==> src/rtl/uart_echo_responder.sv <==
// 8N1 UART echo responder: receiver -> byte FIFO -> transmitter, with hold, framing-error and overflow status.
// Optional feature macro: UART_ECHO_UPCASE_EN (lowercase ASCII is upper-cased as it enters the FIFO).
`timescale 1ns/1ps
module uart_echo_responder #(
   parameter int CLKS_PER_BIT = 434,
   parameter int FIFO_DEPTH   = 8
) (
   input  logic                          clk,
   input  logic                          rst,
   input  logic                          rx_serial,
   input  logic                          tx_hold,
   output logic                          tx_serial,
   output logic                          tx_busy,
   output logic [7:0]                    rx_byte,
   output logic                          rx_dv,
   output logic                          frame_err,
   output logic                          overflow,
   output logic [$clog2(FIFO_DEPTH):0]   fifo_count
);

   localparam int CNT_W = $clog2(CLKS_PER_BIT);
   localparam int PTR_W = $clog2(FIFO_DEPTH);

   localparam logic [CNT_W-1:0] CNT_LAST  = CNT_W'(CLKS_PER_BIT - 1);
   localparam logic [CNT_W-1:0] CNT_HALF  = CNT_W'(CLKS_PER_BIT / 2);
   localparam logic [CNT_W-1:0] CNT_ONE   = CNT_W'(1);
   localparam logic [PTR_W-1:0] PTR_ONE   = PTR_W'(1);
   localparam logic [PTR_W:0]   COUNT_ONE = (PTR_W+1)'(1);
   localparam logic [PTR_W:0]   FIFO_FULL = (PTR_W+1)'(FIFO_DEPTH);

   localparam logic [2:0] RX_IDLE      = 3'd0;
   localparam logic [2:0] RX_START     = 3'd1;
   localparam logic [2:0] RX_DATA      = 3'd2;
   localparam logic [2:0] RX_STOP      = 3'd3;
   localparam logic [2:0] RX_WAIT_IDLE = 3'd4;

   localparam logic [1:0] TX_IDLE  = 2'd0;
   localparam logic [1:0] TX_START = 2'd1;
   localparam logic [1:0] TX_DATA  = 2'd2;
   localparam logic [1:0] TX_STOP  = 2'd3;

   logic             rx_meta;
   logic             rx_sync;
   logic [2:0]       rx_state;
   logic [CNT_W-1:0] rx_cnt;
   logic [2:0]       rx_bit;
   logic [7:0]       rx_shift;
   logic             push_req;
   logic             push_ok;
   logic [7:0]       push_data;

   logic [7:0]       mem [FIFO_DEPTH];
   logic [PTR_W-1:0] wr_ptr;
   logic [PTR_W-1:0] rd_ptr;
   logic             pop;

   logic [1:0]       tx_state;
   logic [CNT_W-1:0] tx_cnt;
   logic [2:0]       tx_bit;
   logic [7:0]       tx_shift;

   // Synchronizer flops reset high so reset never looks like a start bit.
   always_ff @(posedge clk) begin
      if (rst) begin
         rx_meta <= 1'b1;
         rx_sync <= 1'b1;
      end else begin
         rx_meta <= rx_serial;
         rx_sync <= rx_meta;
      end
   end

   assign push_req = (rx_state == RX_STOP) && (rx_cnt == CNT_LAST) && rx_sync;

   always_comb begin
      push_data = rx_shift;
`ifdef UART_ECHO_UPCASE_EN
      if ((rx_shift >= 8'h61) && (rx_shift <= 8'h7A)) begin
         push_data = rx_shift & 8'hDF;
      end
`endif
   end

   always_ff @(posedge clk) begin
      if (rst) begin
         rx_state  <= RX_IDLE;
         rx_cnt    <= '0;
         rx_bit    <= '0;
         rx_shift  <= '0;
         rx_byte   <= '0;
         rx_dv     <= 1'b0;
         frame_err <= 1'b0;
      end else begin
         rx_dv     <= 1'b0;
         frame_err <= 1'b0;
         case (rx_state)
            RX_IDLE: begin
               if (!rx_sync) begin
                  rx_state <= RX_START;
                  rx_cnt   <= '0;
               end
            end
            RX_START: begin
               if (rx_cnt == CNT_HALF) begin
                  rx_cnt   <= '0;
                  rx_bit   <= '0;
                  rx_state <= rx_sync ? RX_IDLE : RX_DATA;
               end else begin
                  rx_cnt <= rx_cnt + CNT_ONE;
               end
            end
            RX_DATA: begin
               if (rx_cnt == CNT_LAST) begin
                  rx_cnt   <= '0;
                  rx_shift <= {rx_sync, rx_shift[7:1]};
                  rx_bit   <= rx_bit + 3'd1;
                  if (rx_bit == 3'd7) begin
                     rx_state <= RX_STOP;
                  end
               end else begin
                  rx_cnt <= rx_cnt + CNT_ONE;
               end
            end
            RX_STOP: begin
               if (rx_cnt == CNT_LAST) begin
                  rx_cnt <= '0;
                  if (rx_sync) begin
                     rx_byte  <= rx_shift;
                     rx_dv    <= 1'b1;
                     rx_state <= RX_IDLE;
                  end else begin
                     frame_err <= 1'b1;
                     rx_state  <= RX_WAIT_IDLE;
                  end
               end else begin
                  rx_cnt <= rx_cnt + CNT_ONE;
               end
            end
            RX_WAIT_IDLE: begin
               if (rx_sync) begin
                  rx_state <= RX_IDLE;
               end
            end
            default: rx_state <= RX_IDLE;
         endcase
      end
   end

   // A pop in the same cycle frees a slot, so a write into a full FIFO is still accepted then.
   assign pop     = (tx_state == TX_IDLE) && (fifo_count != '0) && !tx_hold;
   assign push_ok = push_req && ((fifo_count != FIFO_FULL) || pop);

   always_ff @(posedge clk) begin
      if (push_ok) begin
         mem[wr_ptr] <= push_data;
      end
   end

   always_ff @(posedge clk) begin
      if (rst) begin
         wr_ptr     <= '0;
         rd_ptr     <= '0;
         fifo_count <= '0;
         overflow   <= 1'b0;
      end else begin
         if (push_ok) begin
            wr_ptr <= wr_ptr + PTR_ONE;
         end
         if (pop) begin
            rd_ptr <= rd_ptr + PTR_ONE;
         end
         if (push_req && !push_ok) begin
            overflow <= 1'b1;
         end
         case ({push_ok, pop})
            2'b10:   fifo_count <= fifo_count + COUNT_ONE;
            2'b01:   fifo_count <= fifo_count - COUNT_ONE;
            default: fifo_count <= fifo_count;
         endcase
      end
   end

   // tx_serial follows the state one cycle late; tx_busy stays up through that final stop-bit cycle.
   always_ff @(posedge clk) begin
      if (rst) begin
         tx_state  <= TX_IDLE;
         tx_cnt    <= '0;
         tx_bit    <= '0;
         tx_shift  <= '0;
         tx_serial <= 1'b1;
         tx_busy   <= 1'b0;
      end else begin
         tx_busy <= pop || (tx_state != TX_IDLE);
         case (tx_state)
            TX_IDLE: begin
               tx_serial <= 1'b1;
               if (pop) begin
                  tx_shift <= mem[rd_ptr];
                  tx_cnt   <= '0;
                  tx_bit   <= '0;
                  tx_state <= TX_START;
               end
            end
            TX_START: begin
               tx_serial <= 1'b0;
               if (tx_cnt == CNT_LAST) begin
                  tx_cnt   <= '0;
                  tx_state <= TX_DATA;
               end else begin
                  tx_cnt <= tx_cnt + CNT_ONE;
               end
            end
            TX_DATA: begin
               tx_serial <= tx_shift[0];
               if (tx_cnt == CNT_LAST) begin
                  tx_cnt   <= '0;
                  tx_shift <= {1'b0, tx_shift[7:1]};
                  tx_bit   <= tx_bit + 3'd1;
                  if (tx_bit == 3'd7) begin
                     tx_state <= TX_STOP;
                  end
               end else begin
                  tx_cnt <= tx_cnt + CNT_ONE;
               end
            end
            TX_STOP: begin
               tx_serial <= 1'b1;
               if (tx_cnt == CNT_LAST) begin
                  tx_cnt   <= '0;
                  tx_state <= TX_IDLE;
               end else begin
                  tx_cnt <= tx_cnt + CNT_ONE;
               end
            end
         endcase
      end
   end

endmodule
==> config.mk <==
export PLATFORM = sky130hd
export DESIGN_NAME = uart_echo_responder
export DESIGN_NICKNAME = d
export VERILOG_FILES = /design/src/rtl/uart_echo_responder.sv
export SDC_FILE = /design/constraint.sdc
export NUM_CORES = 1
export LEC_CHECK = 0
export CAP_MARGIN = 5
export CELL_PAD_IN_SITES_DETAIL_PLACEMENT = 0
export CELL_PAD_IN_SITES_GLOBAL_PLACEMENT = 1
export CORE_ASPECT_RATIO = 1.75
export CORE_MARGIN = 2
export CORE_UTILIZATION = 40
export CTS_BUF_LIST = sky130_fd_sc_hd__clkbuf_16
export CTS_CLUSTER_DIAMETER = 40
export DETAILED_ROUTE_END_ITERATION = 8
export PLACE_DENSITY_LB_ADDON = 0.1
export SLEW_MARGIN = 25
export SYNTH_ARGS = -nofsm -noshare
export SYNTH_HDL_FRONTEND = slang
export SYNTH_SLANG_ARGS = --single-unit
==> constraint.sdc <==
create_clock -name clk -period 6.15 [get_ports clk]
set_input_delay 0.615 -clock clk [delete_from_list [all_inputs] [get_ports clk]]
set_output_delay 0.615 -clock clk [all_outputs]
set_load 0.02 [all_outputs]
==> key figures <==
Status
  – Status: complete, no violations

Synth
  – Prevailing post-synth register cell: sky130_fd_sc_hd__dfxtp_1
  – Simple-gate area share of the yosys netlist: 0.161
  – Arithmetic-cell share of the synthesized area counting full adders, half adders and majority gates: 0.0390
  – Share of the synthesized netlist area taken by xor and xnor gates: 0.00882
  – Mapped Area: 5960 um^2
  – Proportion of synthesized chip area in sequential cells: 0.568
  – Flip-flop and latch count after synthesis: 137
  – Multiplexer area fraction after synthesis: 0.101
  – Share of the synthesized area in the top cell type: 0.322
  – Combinational family with the most area after synthesis: simple AND/OR/NAND/NOR gates
  – EDFF count, synth: 64
  – Post-synthesis compound-gate area fraction: 0.0940
  – Synth warnings: 0
  – Share of synthesized registers carrying an async set or reset: 0
  – Number of nets produced by synthesis: 528
  – Mean cell area of the mapped netlist: 11.8 um^2
  – Cell type contributing the most total cell area after synthesis: sky130_fd_sc_hd__edfxtp_1
  – Gate Count Post-Synth: 506
  – Count of cell types in the netlist: 65
  – Largest cells by area after synthesis: sky130_fd_sc_hd__edfxtp_1 (32%), sky130_fd_sc_hd__dfxtp_1 (25%), sky130_fd_sc_hd__mux4_2 (6.0%), sky130_fd_sc_hd__nor2_1 (3.9%), sky130_fd_sc_hd__ha_1 (3.6%)

Final layout
  – Fraction of layout cells with a size suffix above 1: 0.137
  – Most frequent standard cell in the layout excluding fill and tap cells: sky130_fd_sc_hd__dfxtp_1
  – Fin area: 6890 um^2
  – Layout fillers: 1309
  – Number of antenna diodes: 0
  – Total number of nets in the final design: 550
  – Area of combinational cells with multiple inputs: 2420 um^2
  – Post-route non-filler standard cell count: 724
  – Growth of design area from synthesis to finish: 15.5%
  – Commonest cells after routing, fill and taps aside: sky130_fd_sc_hd__dfxtp_1 (72), sky130_fd_sc_hd__edfxtp_1 (64), sky130_fd_sc_hd__nor2_1 (62), sky130_fd_sc_hd__nand2_1 (41), sky130_fd_sc_hd__a21oi_1 (33)
  – Register Area: 3380 um^2

Setup path
  – Series of cell instances along the critical path: ha_1 -> nand3b_1 -> or4_4 -> nand2_1 -> inv_1 -> ha_1 -> a21o_1 -> a21oi_1 -> nand3_1 -> o31ai_2 -> mux2_2
  – Critical path capture point type: register
  – Count of cell instances traversed by the critical path: 11
  – Startpoint-to-endpoint class of the critical path: register to register
  – Worst path bufs/invs: 1
  – Cells on worst reg2reg path: 11
  – Slowest library cell on the worst path: sky130_fd_sc_hd__or4_4
  – Data required time of the worst path: 6.46 ns
  – Largest driver fanout on the critical path: 11
  – Data arrival at the endpoint of the critical path: 3.35 ns
  – Critical path's most frequent cell: sky130_fd_sc_hd__ha_1
  – Worst path max stage delay: 0.60 ns
  – Startpoint Class: register
  – Dominant delay contributor by cell family on the critical path: simple AND/OR/NAND/NOR gates

Pwr
  – P_sw: 0.000620 W
  – Proportion of power drawn by flip-flops and latches: 0.452
  – Clock share of power: 0.432
  – Power consumption: 0.00223 W
  – Logic pwr share: 0.117
  – Static Leak: 2.38 nW
  – Switching share of power: 0.278
  – P_int: 0.00161 W
  – IR drop worst, VDD: 0.000192 V
  – P per Cell Area: 324 nW/um^2

Routing
  – Met2 wire length: 7300 um
  – Routed met3 length: 276 um
  – Wirelength per Cell: 17.6 um
  – Max layer used: met4
  – Via density: 5.32
  – Detailed-route wire length: 12700 um
  – DRT antenna net count: 0
  – Router iterations before antenna repair: 4
  – Residual DRC count: 0
  – Violation count after the first detailed-route iteration: 201
  – Met1 Routed Length: 4980 um
  – Via count of the routed design: 3854

Clock network
  – Clk slew on worst S/H paths: 0.07 ns
  – Clock tree sinks: 137
  – Clock latency reported for the late side of the worst-skew pair: 0.42 ns
  – CTS tree: built
  – # H-tree levels: 4
  – Cell chosen for the clock root: sky130_fd_sc_hd__clkbuf_16
  – # resized after CTS: 0
  – Buffer levels on the longest clock path: 2
  – Post-CTS Repair Setup Buffers: 0
  – Num CTS Buffers: 17
  – Number of hold buffers added after cts: 0

Hold path
  – Worst hold path cell count: 1
  – Worst hold path type: register to register

STA
  – Final number of hold-violating endpoints: 0
  – Fmax achieved: 0.329 GHz
  – Number of max-slew violations in the final report: 0
  – Unrepaired setup endpoints after global routing: false
  – Total setup violations reported at the end of the flow: 0
  – Post-route setup slack: 3.11 ns
  – Max-slew headroom: 0.366
  – Post-route fraction of the period consumed by the critical path: 0.495
  – Transition time at the pin with the least slew margin: 0.939 ns
  – Final worst path period need: 3.04 ns
  – Post-Route Setup TNS: 0 ns
  – Clock skew after layout: 0.0104 ns

Global route
  – Global-route congestion overflow total: 0
  – Total Routing Usage GR: 0.174
  – Number of antenna violations at the first check in global routing: 0
  – Number of global-route vias before repair: 3944
  – Pin count of the biggest net entering global routing: 48
  – Global-route wire length before repair: 20700 um

Floorplanning
  – Die span in x: 96.3 um
  – Die ar.: 15900 um^2
  – Boundary pin count: 21
  – Placeable core area: 14700 um^2
  – Standard-cell rows: 59
  – Vert. Die Dim: 165 um
  – Initial Util: 0.406

Job
  – MaxCap Viol Count: 0

Placed design
  – Area after detailed placement: 6320 um^2
  – Post-DP HPWL: 8910 um
  – Final weighted congestion in routability-driven placement: 0.771
  – Cell count after placement: 692
  – Worst slack at placement: 2.89 ns
  – # port buffers: 20
[synthesized netlist by cell type, drive strengths merged (2+ instances only)]
cell / instances
o41ai: 2
and3: 4
edfxtp: 64
a21boi: 3
ha: 17
dfxtp: 73
inv: 15
nor3: 12
a22oi: 2
or3: 5
o21ai: 11
nand2: 42
a31oi: 5
a21o: 3
mux2: 3
o2111ai: 2
buf: 11
a21oi: 33
xnor2: 3
o22ai: 3
nand3: 15
clkbuf: 11
nand4: 2
a211o: 9
nand2b: 8
xor2: 3
mux4: 16
or2: 4
nand3b: 3
a211oi: 5
nor3b: 2
mux2i: 21
nor2: 64
nor4: 9
nand4b: 3
or4: 2
[area by class of cell]
| class | count | share of cell area |
|---|---|---|
| Clock buffer | 17 | 0.0618 |
| Clock inverter | 15 | 0.0198 |
| Inverter | 16 | 0.00872 |
| Multi-Input combinational cell | 331 | 0.351 |
| Sequential cell | 137 | 0.492 |
| Tap cell | 183 | 0.0333 |
| Timing Repair Buffer | 25 | 0.0338 |
[registers in the layout, summed over array words and instances, names as in the netlist, 2 cells and up, named ones only]
signal	cells
fifo_count	4
mem	64
push_data	8
rd_ptr	3
rx_bit	3
rx_byte	8
rx_cnt	9
rx_state	3
tx_bit	3
tx_cnt	9
tx_shift	8
tx_state	2
wr_ptr	3
[cells by family (layout without fill, tap and decap cells)]
family          after synthesis  count (layout)
compound gates               86              86
xor+xnor                      6               6
fa+ha+maj                    18              18
buf+inv                      38              73
flops                       137             137
mux                          40              40
simple gates                181             181
[final timing paths]
path	start	endpoint	slack, ns
worst min register to register	rx_meta	rx_sync	0.42
worst min-delay path	rx_meta	rx_sync	0.42
worst max-delay path	rx_cnt[0]	fifo_count[3]	3.11
worst max register to register	rx_cnt[0]	fifo_count[3]	3.11
[metal layers]
layer,vias up,GRT usage
li1,1918,-
met1,1877,0.184
met2,46,0.332
met3,13,0.0372
met4,0,0.0584
met5,-,0
[power by group through the flow]
stage	clock [W]	sequential [W]	combinational, W
after floorplan	0	0.00102	0.000195
after global placement	0	0.00103	0.000260
after detailed placement	0	0.00103	0.000262
after CTS	0.000992	0.00101	0.000263
after global routing	0.00103	0.00101	0.000294
final	0.000963	0.00101	0.000260
[through the flow]
stage | hold slack (ns) | util
4_1_cts | 0.424 | 0.469
3_5_place_dp | 0.409 | 0.430
3_3_place_gp | 0.405 | 0.430
6_report | 0.417 | 0.469
2_1_floorplan | 0.389 | -
5_1_grt | 0.440 | 0.469
No activity file was read; power rests on OpenSTA's default activity.
